File: src/rtl/booth_mul_sched_if.sv
// Handshake bundle between two DSP requesters, a product consumer and the
// shared Booth multiplier sequencer.
interface booth_mul_sched_if #(
    parameter int N = 16
) ();
    logic             req0_valid;
    logic             req0_ready;
    logic [N-1:0]     req0_m;
    logic [N-1:0]     req0_q;
    logic             req1_valid;
    logic             req1_ready;
    logic [N-1:0]     req1_m;
    logic [N-1:0]     req1_q;
    logic             rsp_valid;
    logic             rsp_ready;
    logic             rsp_id;
    logic [2*N-1:0]   rsp_p;
    logic             busy;

    modport master (
        output req0_valid, req0_m, req0_q,
        output req1_valid, req1_m, req1_q,
        output rsp_ready,
        input  req0_ready, req1_ready, rsp_valid, rsp_id, rsp_p, busy
    );

    modport slave (
        input  req0_valid, req0_m, req0_q,
        input  req1_valid, req1_m, req1_q,
        input  rsp_ready,
        output req0_ready, req1_ready, rsp_valid, rsp_id, rsp_p, busy
    );
endinterface

File: src/rtl/booth_mul_sched.sv
// Round-robin scheduler plus radix-2 Booth sequencer, one step per clock.
// Optional early exit when remaining multiplier bits are uniform: BMUL_EARLY_TERM_EN.
module booth_mul_sched #(
    parameter int N = 16
) (
    input  logic                    clk,
    input  logic                    rst,
    booth_mul_sched_if.slave        bus
);
    localparam int CW = $clog2(N);

    typedef enum logic [1:0] {
        IDLE = 2'd0,
        ITER = 2'd1,
        DONE = 2'd2
    } state_e;

    state_e          state_q, state_d;
    logic            rr_ptr_q, rr_ptr_d;
    logic [N:0]      a_q, a_d;
    logic [N:0]      m_q, m_d;
    logic [N-1:0]    q_q, q_d;
    logic            qn1_q, qn1_d;
    logic [CW-1:0]   cnt_q, cnt_d;
    logic            id_q, id_d;
    logic            rsp_valid_q, rsp_valid_d;
    logic            rsp_id_q, rsp_id_d;
    logic [2*N-1:0]  rsp_p_q, rsp_p_d;

    logic            grant0_s, grant1_s;
    logic [N:0]      a_sum_s;
    logic [2*N+1:0]  step_s;
    logic [N:0]      nxt_a_s;
    logic [N-1:0]    nxt_q_s;
    logic            nxt_qn1_s;
    logic            last_s;
`ifdef BMUL_EARLY_TERM_EN
    logic [N-1:0]    mask_s;
    logic            early_s;
    logic [CW:0]     sh_s;
    logic signed [2*N:0] shifted_s;
`endif

    // Arbitration: ties go to rr_ptr, lone requester always wins, nothing outside IDLE.
    always_comb begin
        grant0_s = 1'b0;
        grant1_s = 1'b0;
        if (state_q == IDLE) begin
            if (bus.req0_valid && bus.req1_valid) begin
                grant0_s = ~rr_ptr_q;
                grant1_s = rr_ptr_q;
            end else begin
                grant0_s = bus.req0_valid;
                grant1_s = bus.req1_valid;
            end
        end else begin
            grant0_s = 1'b0;
            grant1_s = 1'b0;
        end
    end

    // Booth step datapath; A is N+1 bits so negating -2^(N-1) cannot overflow.
    always_comb begin
        a_sum_s = a_q;
        case ({q_q[0], qn1_q})
            2'b10:   a_sum_s = a_q - m_q;
            2'b01:   a_sum_s = a_q + m_q;
            default: a_sum_s = a_q;
        endcase
        step_s    = {a_sum_s[N], a_sum_s, q_q};
        nxt_a_s   = step_s[2*N+1:N+1];
        nxt_q_s   = step_s[N:1];
        nxt_qn1_s = step_s[0];
        last_s    = (cnt_q == CW'(N-1));
`ifdef BMUL_EARLY_TERM_EN
        // Remaining steps are pure shifts when every unprocessed bit equals qn1.
        mask_s    = {N{1'b1}} >> cnt_q;
        early_s   = (((q_q ^ {N{qn1_q}}) & mask_s) == {N{1'b0}});
        sh_s      = (CW+1)'(N) - {1'b0, cnt_q};
        shifted_s = $signed({a_q, q_q}) >>> sh_s;
        if (early_s) begin
            nxt_a_s   = shifted_s[2*N:N];
            nxt_q_s   = shifted_s[N-1:0];
            nxt_qn1_s = 1'b0;
            last_s    = 1'b1;
        end else begin
            nxt_qn1_s = step_s[0];
        end
`endif
    end

    // Sequencer next-state and register updates.
    always_comb begin
        state_d     = state_q;
        rr_ptr_d    = rr_ptr_q;
        a_d         = a_q;
        m_d         = m_q;
        q_d         = q_q;
        qn1_d       = qn1_q;
        cnt_d       = cnt_q;
        id_d        = id_q;
        rsp_valid_d = rsp_valid_q;
        rsp_id_d    = rsp_id_q;
        rsp_p_d     = rsp_p_q;
        case (state_q)
            IDLE: begin
                if (grant0_s || grant1_s) begin
                    state_d  = ITER;
                    m_d      = grant1_s ? {bus.req1_m[N-1], bus.req1_m}
                                        : {bus.req0_m[N-1], bus.req0_m};
                    q_d      = grant1_s ? bus.req1_q : bus.req0_q;
                    a_d      = {(N+1){1'b0}};
                    qn1_d    = 1'b0;
                    cnt_d    = {CW{1'b0}};
                    id_d     = grant1_s;
                    rr_ptr_d = ~grant1_s;
                end else begin
                    state_d = IDLE;
                end
            end
            ITER: begin
                a_d   = nxt_a_s;
                q_d   = nxt_q_s;
                qn1_d = nxt_qn1_s;
                if (last_s) begin
                    state_d     = DONE;
                    cnt_d       = {CW{1'b0}};
                    rsp_valid_d = 1'b1;
                    rsp_id_d    = id_q;
                    rsp_p_d     = {nxt_a_s[N-1:0], nxt_q_s};
                end else begin
                    cnt_d = cnt_q + CW'(1);
                end
            end
            DONE: begin
                if (bus.rsp_ready) begin
                    state_d     = IDLE;
                    rsp_valid_d = 1'b0;
                end else begin
                    state_d = DONE;
                end
            end
            default: begin
                state_d     = IDLE;
                rsp_valid_d = 1'b0;
            end
        endcase
    end

    // State registers; reset aborts any operation in flight.
    always_ff @(posedge clk or posedge rst) begin
        if (rst) begin
            state_q     <= IDLE;
            rr_ptr_q    <= 1'b0;
            a_q         <= {(N+1){1'b0}};
            m_q         <= {(N+1){1'b0}};
            q_q         <= {N{1'b0}};
            qn1_q       <= 1'b0;
            cnt_q       <= {CW{1'b0}};
            id_q        <= 1'b0;
            rsp_valid_q <= 1'b0;
            rsp_id_q    <= 1'b0;
            rsp_p_q     <= {(2*N){1'b0}};
        end else begin
            state_q     <= state_d;
            rr_ptr_q    <= rr_ptr_d;
            a_q         <= a_d;
            m_q         <= m_d;
            q_q         <= q_d;
            qn1_q       <= qn1_d;
            cnt_q       <= cnt_d;
            id_q        <= id_d;
            rsp_valid_q <= rsp_valid_d;
            rsp_id_q    <= rsp_id_d;
            rsp_p_q     <= rsp_p_d;
        end
    end

    assign bus.req0_ready = grant0_s;
    assign bus.req1_ready = grant1_s;
    assign bus.rsp_valid  = rsp_valid_q;
    assign bus.rsp_id     = rsp_id_q;
    assign bus.rsp_p      = rsp_p_q;
    assign bus.busy       = (state_q != IDLE);
endmodule

File: src/flat_wrapper.sv
// flat-port wrapper written by rule: the top's interface ports become plain ports
module booth_mul_sched_flat 
#(
    parameter int N = 16
)
  (clk, rst, bus_req0_valid, bus_req0_m, bus_req0_q, bus_req1_valid, bus_req1_m, bus_req1_q, bus_rsp_ready, bus_req0_ready, bus_req1_ready, bus_rsp_valid, bus_rsp_id, bus_rsp_p, bus_busy);
  booth_mul_sched_if #(.N(N)) bus_i ();
  input  logic clk;
  input  logic rst;
  input wire logic [$bits(bus_i.req0_valid)-1:0] bus_req0_valid;
  input wire logic [$bits(bus_i.req0_m)-1:0] bus_req0_m;
  input wire logic [$bits(bus_i.req0_q)-1:0] bus_req0_q;
  input wire logic [$bits(bus_i.req1_valid)-1:0] bus_req1_valid;
  input wire logic [$bits(bus_i.req1_m)-1:0] bus_req1_m;
  input wire logic [$bits(bus_i.req1_q)-1:0] bus_req1_q;
  input wire logic [$bits(bus_i.rsp_ready)-1:0] bus_rsp_ready;
  output wire logic [$bits(bus_i.req0_ready)-1:0] bus_req0_ready;
  output wire logic [$bits(bus_i.req1_ready)-1:0] bus_req1_ready;
  output wire logic [$bits(bus_i.rsp_valid)-1:0] bus_rsp_valid;
  output wire logic [$bits(bus_i.rsp_id)-1:0] bus_rsp_id;
  output wire logic [$bits(bus_i.rsp_p)-1:0] bus_rsp_p;
  output wire logic [$bits(bus_i.busy)-1:0] bus_busy;
  assign bus_i.req0_valid = bus_req0_valid;
  assign bus_i.req0_m = bus_req0_m;
  assign bus_i.req0_q = bus_req0_q;
  assign bus_i.req1_valid = bus_req1_valid;
  assign bus_i.req1_m = bus_req1_m;
  assign bus_i.req1_q = bus_req1_q;
  assign bus_i.rsp_ready = bus_rsp_ready;
  assign bus_req0_ready = bus_i.req0_ready;
  assign bus_req1_ready = bus_i.req1_ready;
  assign bus_rsp_valid = bus_i.rsp_valid;
  assign bus_rsp_id = bus_i.rsp_id;
  assign bus_rsp_p = bus_i.rsp_p;
  assign bus_busy = bus_i.busy;
  booth_mul_sched #(.N(N)) u_core (.clk(clk), .rst(rst), .bus(bus_i));
endmodule
File: config.mk
export PLATFORM = sky130hd
export DESIGN_NAME = booth_mul_sched_flat
export DESIGN_NICKNAME = d
export VERILOG_FILES = /design/src/rtl/booth_mul_sched_if.sv /design/src/rtl/booth_mul_sched.sv /design/src/flat_wrapper.sv
export SDC_FILE = /design/constraint.sdc
export NUM_CORES = 1
export LEC_CHECK = 0
export CORE_MARGIN = 10
export CORE_UTILIZATION = 56
export CTS_CLUSTER_DIAMETER = 60
export DETAILED_ROUTE_END_ITERATION = 6
export PLACE_DENSITY = 0.86
export SLEW_MARGIN = 10
export SYNTH_ARGS = -nofsm -noshare
export SYNTH_HDL_FRONTEND = slang
export SYNTH_SLANG_ARGS = --single-unit
File: constraint.sdc
create_clock -name clk -period 6.2 [get_ports clk]
set_clock_uncertainty 0.2 [all_clocks]
set_input_delay 1.86 -clock clk [delete_from_list [all_inputs] [get_ports clk]]
set_output_delay 1.86 -clock clk [all_outputs]
set_load 0.1 [all_outputs]
# Yosys cells after proc, flatten, opt, wreduce, memory -nomap -nowiden
# Cells that the tools add are included.
[word_totals] ff_bits=93 word_cells=57 output_inout_bits=37 input_bits=69
[classes] n_eq_ne=8 reduce_logical=9 muxes=23 n_addsub=3 bitwise=3
[op_table] operator="$pmux 17 s2" n=2
[op_table] operator="$mux 17" n=2
[op_table] operator="$mux 16" n=2
[op_table] operator="$pmux 16 s2" n=1
[op_table] operator="$add 17x17->17" n=1
[op_table] operator="$sub 17x17->17" n=1
[op_table] operator="$mux 1" n=8
[op_table] operator="$mux 4" n=2
[op_table] operator="$pmux 4 s2" n=1
[op_table] operator="$pmux 2 s3" n=1
[op_table] operator="$reduce_and 2->1" n=3
[op_table] operator="$add 4x1->4 const B" n=1
[op_table] operator="$eq 2x1->1 const B" n=2
[op_table] operator="$eq 2x2->1 const B" n=2
[op_table] operator="$eq 4x4->1 const B" n=1
[op_table] operator="$mux 2" n=2
[op_table] operator="$ne 2x2->1 const B" n=2
[op_table] operator="$reduce_bool 2->1" n=2
[op_table] operator="$not 1->1" n=3
[op_table] operator="$pmux 1 s3" n=1
[op_table] operator="$reduce_and 3->1" n=1
[op_table] operator="$logic_not 2->1" n=1
[op_table] operator="$ne 2x1->1 const B" n=1
[op_table] operator="$pmux 1 s2" n=1
[op_table] operator="other kinds (2)" n=2

# Depth between registers and ports, before layout
# Gate-level depths: netlist of the first run.
[depth] ltp_word=6 ltp_mapped=15 mapped_depth_nobuf=13

# Worst setup path before layout of the first run
# No wires, ideal clock.
[synth_timing] kind="input -> output" startpoint="in bus_req0_valid" endpoint="out bus_req0_ready" required_ps=4140 t_arrival_ps=3349 path_stages=3 path_buffers=1 path_slack_ps=791 cell_sequence="nand2_1 > a21oi_1 > clkbuf_1"
[synth_between] elab_chain_len=3
[synth_lines] item="start: declaration" line="flat_wrapper.sv:10" source="input wire logic [$bits(bus_i.req0_valid)-1:0] bus_req0_valid;"
[synth_lines] item="$logic_and 1x1->1" line="booth_mul_sched.sv:49" source="if (bus.req0_valid && bus.req1_valid) begin"
[synth_lines] item="$mux 1 *" line="booth_mul_sched.sv:49"
[synth_lines] item="$mux 1 *" line="booth_mul_sched.sv:48" source="if (state_q == IDLE) begin"
[synth_lines] item="end: declaration" line="flat_wrapper.sv:17" source="output wire logic [$bits(bus_i.req0_ready)-1:0] bus_req0_ready;"
# Mark *: on every way between the ends. The rest lies on a longest branch, timed or not.

# Worst setup path in the final report of the first run
# Ends and elaborated chain as after synthesis.

==> results.tsv, run 1 <==
stage	metric	value	unit
final_layout	commonest non-fill, non-tap cell in the layout	nand2_1	
detailed_routing	Initial DRT Pass Iterations	7	
worst_setup_path	worst setup path class	primary input to output pin	
floorplanning	row count	34	
clocking	Post-CTS Resized	0	
synth	Synth Flop Type	dfrtp_1	
synth	post-synthesis cell count	561	
timing	FMAX	187.1	MHz
outcome	failing checks	design-rule violations	
job	Max-cap violations	0	
synth	yosys warns	0	
clocking	clock latency at the later pin of the worst-skew pair	0.36	ns
global_routing	vias in the first global route	4419	
worst_setup_path	Startpoint Class	primary input	
synth	Mapped Avg Cell Area	9.010	sq um
clocking	Root Buffer Master	clkbuf_8	
detailed_routing	mean number of vias per cell	5.919	
final_layout	Fill cells	686	
synth	ranking of synthesized cells by area	dfrtp_1 45%, nand2_1 7.9%, ha_1 5.0%	
synth	syn nets	651	
final_layout	n_diodes	0	
worst_setup_path	reg-to-reg endpoint	u_core.bus.rsp_p[31]$_DFFE_PP0P_	
timing	pins over their slew limit	0	
clocking	clk sink count	91	
detailed_routing	DR vias	4540	
detailed_routing	initial drt markers	313	
clocking	number of buffers added for setup after CTS	0	
worst_hold_path	hold path depth	2	
floorplanning	die width	115.0	um
detailed_routing	WL/cell	17.38	um
final_layout	Area Growth Syn to Fin	27.05	%
timing	setup_tns	0	ns
synth	Synth top area share	45.05	%
place	GPL Wtd Cong	0.8955	
worst_setup_path	R2R setup slack	2.40	ns
synth	Post-synth EDFFs	0	
synth	post-synthesis sequential element count	91	
floorplanning	initial core utilization	57.68	%
clocking	clock transition at the registers of the reported paths	0.09	ns
timing	slew at the pin with the worst max-slew slack	0.9996	ns
floorplanning	IO Pins	106	
global_routing	initial antenna violation count	0	
worst_setup_path	CP Capture Type	output pin	
synth	register area share after synthesis	45.05	%
timing	final setup violation count	0	
floorplanning	total die area	0.01323	sq mm
synth	Mapped Area	0.005055	sq mm
floorplanning	CORE AREA	0.008763	sq mm
global_routing	largest net degree at the start of global routing	57	
timing	Final Hold Viols	0	
synth	Yosys cell types	49	
synth	largest area contributor in the netlist	dfrtp_1	
timing	Worst slew margin	33.15	%
worst_setup_path	R2R cell count	13	
timing	Final period util	86.21	%
place	PortBufs	105	
floorplanning	Die Span Y	115.0	um
outcome	status	finished with violations	
detailed_routing	final WL	13330	um
clocking	Hold Buf Count CTS	0	
worst_setup_path	Worst EP required	4.14	ns
clocking	total CTS buffers	9	
place	HPWL Detailed	9930	um
final_layout	Nets	744	
worst_hold_path	class of the worst hold path	register to register	
worst_hold_path	Min-Delay Startpoint	u_core.bus.rsp_p[4]$_DFFE_PP0P_	
worst_hold_path	Hold Crit Endpoint	u_core.bus.rsp_p[4]$_DFFE_PP0P_	
worst_setup_path	reg2reg start	u_core.m_q[4]$_DFFE_PP0P_	
global_routing	first-pass GRT wire length	22280	um
clocking	Clock Tree Buf Depth	2	
clocking	CTS tree	done	
timing	RSZ-0062 raised after global routing	false	
final_layout	share of layout cells above drive strength 1	5.463	%
clocking	CTS HTree Levels	3	
global_routing	GRT Util Overall	20.68	%
synth	share of flip-flops with an asynchronous set or reset	100.0	%
final_layout	most frequent cells in the layout	106 x nand2_1, 103 x clkdlybuf4s50_1, 91 x dfrtp_1	
detailed_routing	Final ANT Viol Nets	0	
worst_setup_path	CP max FO	4	
global_routing	GRT overflow	0	
worst_setup_path	data arrival time of the worst path	3.28	ns
detailed_routing	DRC violations left	6	
timing	final worst path period need	5.345	ns
-- synthesized netlist by cell type (4+ instances only) --
cell type / n
ha_1: 20
nor2b_1: 4
nor3_1: 9
nor2_1: 26
nand3_1: 27
nand2_1: 106
nand2b_1: 5
mux2i_1: 12
a211oi_1: 6
xor2_1: 20
a21o_1: 7
o21ai_1: 17
and3_1: 6
a31oi_1: 5
xnor2_1: 6
clkbuf_1: 28
inv_1: 28
dfrtp_1: 91
a222oi_1: 16
o21ai_0: 28
a221o_1: 15
a21oi_1: 40
-- cell type report --
type	count	area (sq um)	area share, %
inverter	29	110.1	1.714
tap	108	135.1	2.104
clock buffer	13	158.9	2.474
multi-input combinational	409	2556	39.80
sequential	91	2277	35.46
timing repair buffer	114	1139	17.73
clock inverter	3	46.29	0.7208
-- stage by stage --
step	worst slack, ns	cells	util [%]	hold slack (ns)	area, sq um
2_1_floorplan	0.7905	561	-	0.2512	5055
5_1_grt	0.7945	767	73.29	0.3077	6422
3_5_place_dp	0.8529	751	70.95	0.2613	6217
4_1_cts	0.8369	767	73.29	0.2838	6422
6_report	0.8552	767	73.29	0.2769	6422
3_3_place_gp	0.9024	751	70.95	0.2594	6217
-- worst max-delay path: stages --
cell	delay, ns
clkdlybuf4s50_1	0.58
nand2_1	0.09
a21oi_1	0.50
buf_12	0.25
-- registers in the layout, summed over array words and instances (netlist names) --
register and count:
u_core.qn1_q 1, u_core.bus.rsp_id 1, u_core.state_q 2, u_core.bus.rsp_p 32, u_core.bus.rsp_valid 1, u_core.m_q 16
u_core.q_q 16, u_core.cnt_q 4, u_core.rr_ptr_q 1, u_core.id_q 1, u_core.a_q 16
-- kinds of logic (layout without fill, tap and decap cells) --
group / after synthesis / count (layout) / synth area share, %
simple gates: 198 / 198 / 17.72
flops: 91 / 91 / 45.05
fa+ha+maj: 21 / 21 / 5.347
buf+inv: 61 / 159 / 4.604
mux: 15 / 15 / 3.094
xor+xnor: 26 / 26 / 4.505
compound gates: 149 / 149 / 19.68
-- layer usage --
| metal | vias to the layer above | track usage (%) | routed length [um] |
|---|---|---|---|
| met2 | 184 | 32.43 | 6397 |
| met5 | - | 0 | 0 |
| met3 | 22 | 5.104 | 1001 |
| met1 | 2154 | 27.38 | 5654 |
| met4 | 0 | 7.013 | 279 |
| li1 | 2180 | - | - |
-- how the worst max path moves through the flow --
stage	slack, ns	depth (start not counted)	from	to
3_5_place_dp	0.85	4	bus_req0_valid	bus_req0_ready
4_1_cts	0.84	4	bus_req0_valid	bus_req0_ready
3_3_place_gp	0.90	4	bus_req0_valid	bus_req0_ready
6_report	0.86	4	bus_req0_valid	bus_req0_ready
5_1_grt	0.79	4	bus_req0_valid	bus_req0_ready
2_1_floorplan	0.79	3	bus_req0_valid	bus_req0_ready
Power of run 1 is not shown: default switching activity piles up to over one toggle a cycle in this logic, so the estimate is an artifact.
==> inputs of run 2 (changes only) <==
REMOVE_ABC_BUFFERS = 1   (was default)
==> results.tsv, run 2 (synthesis gave the netlist of run 1 again) <==
stage	metric	value	unit
timing	final setup violation count	0	
floorplanning	total die area	0.01323	sq mm
global_routing	vias in the first global route	4721	
floorplanning	CORE AREA	0.008763	sq mm
final_layout	Seq. cell area	0.002277	sq mm
place	placed cells	751	
worst_setup_path	Worst EP required	4.14	ns
timing	pins over their slew limit	0	
final_layout	Fill cells	657	
clocking	total CTS buffers	9	
final_layout	Area Growth Syn to Fin	26.76	%
worst_setup_path	Startpoint Class	primary input	
worst_setup_path	worst setup path class	primary input to output pin	
floorplanning	initial core utilization	57.68	%
worst_setup_path	data arrival time of the worst path	3.02	ns
global_routing	GRT overflow	0	
timing	Fin Hold WS	0.2846	ns
worst_setup_path	CP startpoint	bus_req0_valid	
timing	slew at the pin with the worst max-slew slack	1.025	ns
final_layout	area used by multi-input combinational logic	0.002556	sq mm
final_layout	most frequent cells in the layout	106 x nand2_1, 103 x clkdlybuf4s50_1, 91 x dfrtp_1	
place	GPL Wtd Cong	0.9098	
clocking	clock latency at the later pin of the worst-skew pair	0.36	ns
detailed_routing	WL/cell	17.66	um
floorplanning	die width	115.0	um
final_layout	final non-filler cell total	767	
clocking	CTS HTree Levels	3	
final_layout	n_diodes	0	
worst_hold_path	class of the worst hold path	register to register	
worst_setup_path	reg2reg start	u_core.m_q[4]$_DFFE_PP0P_	
clocking	CTS tree	done	
timing	setup_tns	0	ns
place	PortBufs	105	
place	HPWL Detailed	9780	um
detailed_routing	mean number of vias per cell	6.005	
global_routing	initial antenna violation count	0	
clocking	Hold Buf Count CTS	0	
global_routing	largest net degree at the start of global routing	53	
global_routing	GRT Util Overall	20.34	%
final_layout	share of layout cells above drive strength 1	5.766	%
floorplanning	row count	34	
final_layout	Nets	744	
clocking	Clock Tree Buf Depth	2	
clocking	number of buffers added for setup after CTS	0	
detailed_routing	Final ANT Viol Nets	0	
final_layout	commonest non-fill, non-tap cell in the layout	nand2_1	
floorplanning	Die Span Y	115.0	um
worst_setup_path	CP max FO	4	
detailed_routing	final WL	13540	um
detailed_routing	DR vias	4606	
detailed_routing	DRC violations left	0	
clocking	Root Buffer Master	clkbuf_8	
timing	FMAX	196.8	MHz
clocking	clock transition at the registers of the reported paths	0.11	ns
job	Max-cap violations	0	
clocking	Post-CTS Resized	0	
final_layout	max reg flops	32	
timing	Worst slew margin	31.49	%
floorplanning	IO Pins	106	
timing	Final period util	81.97	%
global_routing	first-pass GRT wire length	22250	um
timing	Final Hold Viols	0	
detailed_routing	Initial DRT Pass Iterations	5	
worst_setup_path	CP Capture Type	output pin	
clocking	clk sink count	91	
worst_hold_path	Min-Delay Startpoint	u_core.bus.rsp_p[4]$_DFFE_PP0P_	
timing	final worst path period need	5.082	ns
detailed_routing	initial drt markers	410	
timing	RSZ-0062 raised after global routing	false	
outcome	status	finished clean	
-- run 2: changes by cell type in the layout (fill, tap and decap cells not counted), sizes merged --
cell / delta
bufinv: -1
clkbuf: -4
clkinv: +1
clkinvlp: -1
inv: +5
-- run 2: per-stage QoR --
stage | utilization (%) | cell area (sq um) | setup WS (ns)
3_3_place_gp | 70.95 | 6217 | 1.145
4_1_cts | 73.12 | 6407 | 1.117
5_1_grt | 73.12 | 6407 | 1.059
2_1_floorplan | - | 4931 | 0.1869
6_report | 73.12 | 6407 | 1.118
3_5_place_dp | 70.95 | 6217 | 1.119
-- run 2: routing by layer --
layer | wire [um] | part of all wire [%] | track usage, % | vias to the layer above
li1 | - | - | - | 2175
met5 | 0 | 0 | 0 | -
met3 | 1175 | 8.7 | 6.927 | 31
met2 | 6583 | 49 | 33.60 | 193
met1 | 5453 | 40 | 23.75 | 2207
met4 | 331 | 2.4 | 8.251 | 0
-- run 2: critical path: stages --
cell and delay (ns):
clkdlybuf4s50_1 0.58, nand2_1 0.08, a21oi_1 0.28, buf_12 0.22
-- run 2: path summary, 6_finish.rpt --
kind	endpoint	slack (ns)	depth (start not counted)
worst max-delay path	bus_req0_ready	1.12	4
worst min-delay path	u_core.bus.rsp_p[4]$_DFFE_PP0P_	0.28	2
worst max register to register	u_core.bus.rsp_p[31]$_DFFE_PP0P_	2.41	13
worst min register to register	u_core.bus.rsp_p[4]$_DFFE_PP0P_	0.28	2
max in group asynchronous	u_core.bus.rsp_p[30]$_DFFE_PP0P_	2.98	3
min in group asynchronous	u_core.m_q[2]$_DFFE_PP0P_	1.71	2
-- run 2: final cells by class --
cell class                      instances  area share (%)
Multi-Input combinational cell        409           39.89
Clock inverter                          7           1.035
Clock buffer                            9           1.933
Inverter                               29           1.718
Tap cell                              108           2.109
Sequential cell                        91           35.54
Timing Repair Buffer                  114           17.77
Power of run 2 is left out for the same reason.
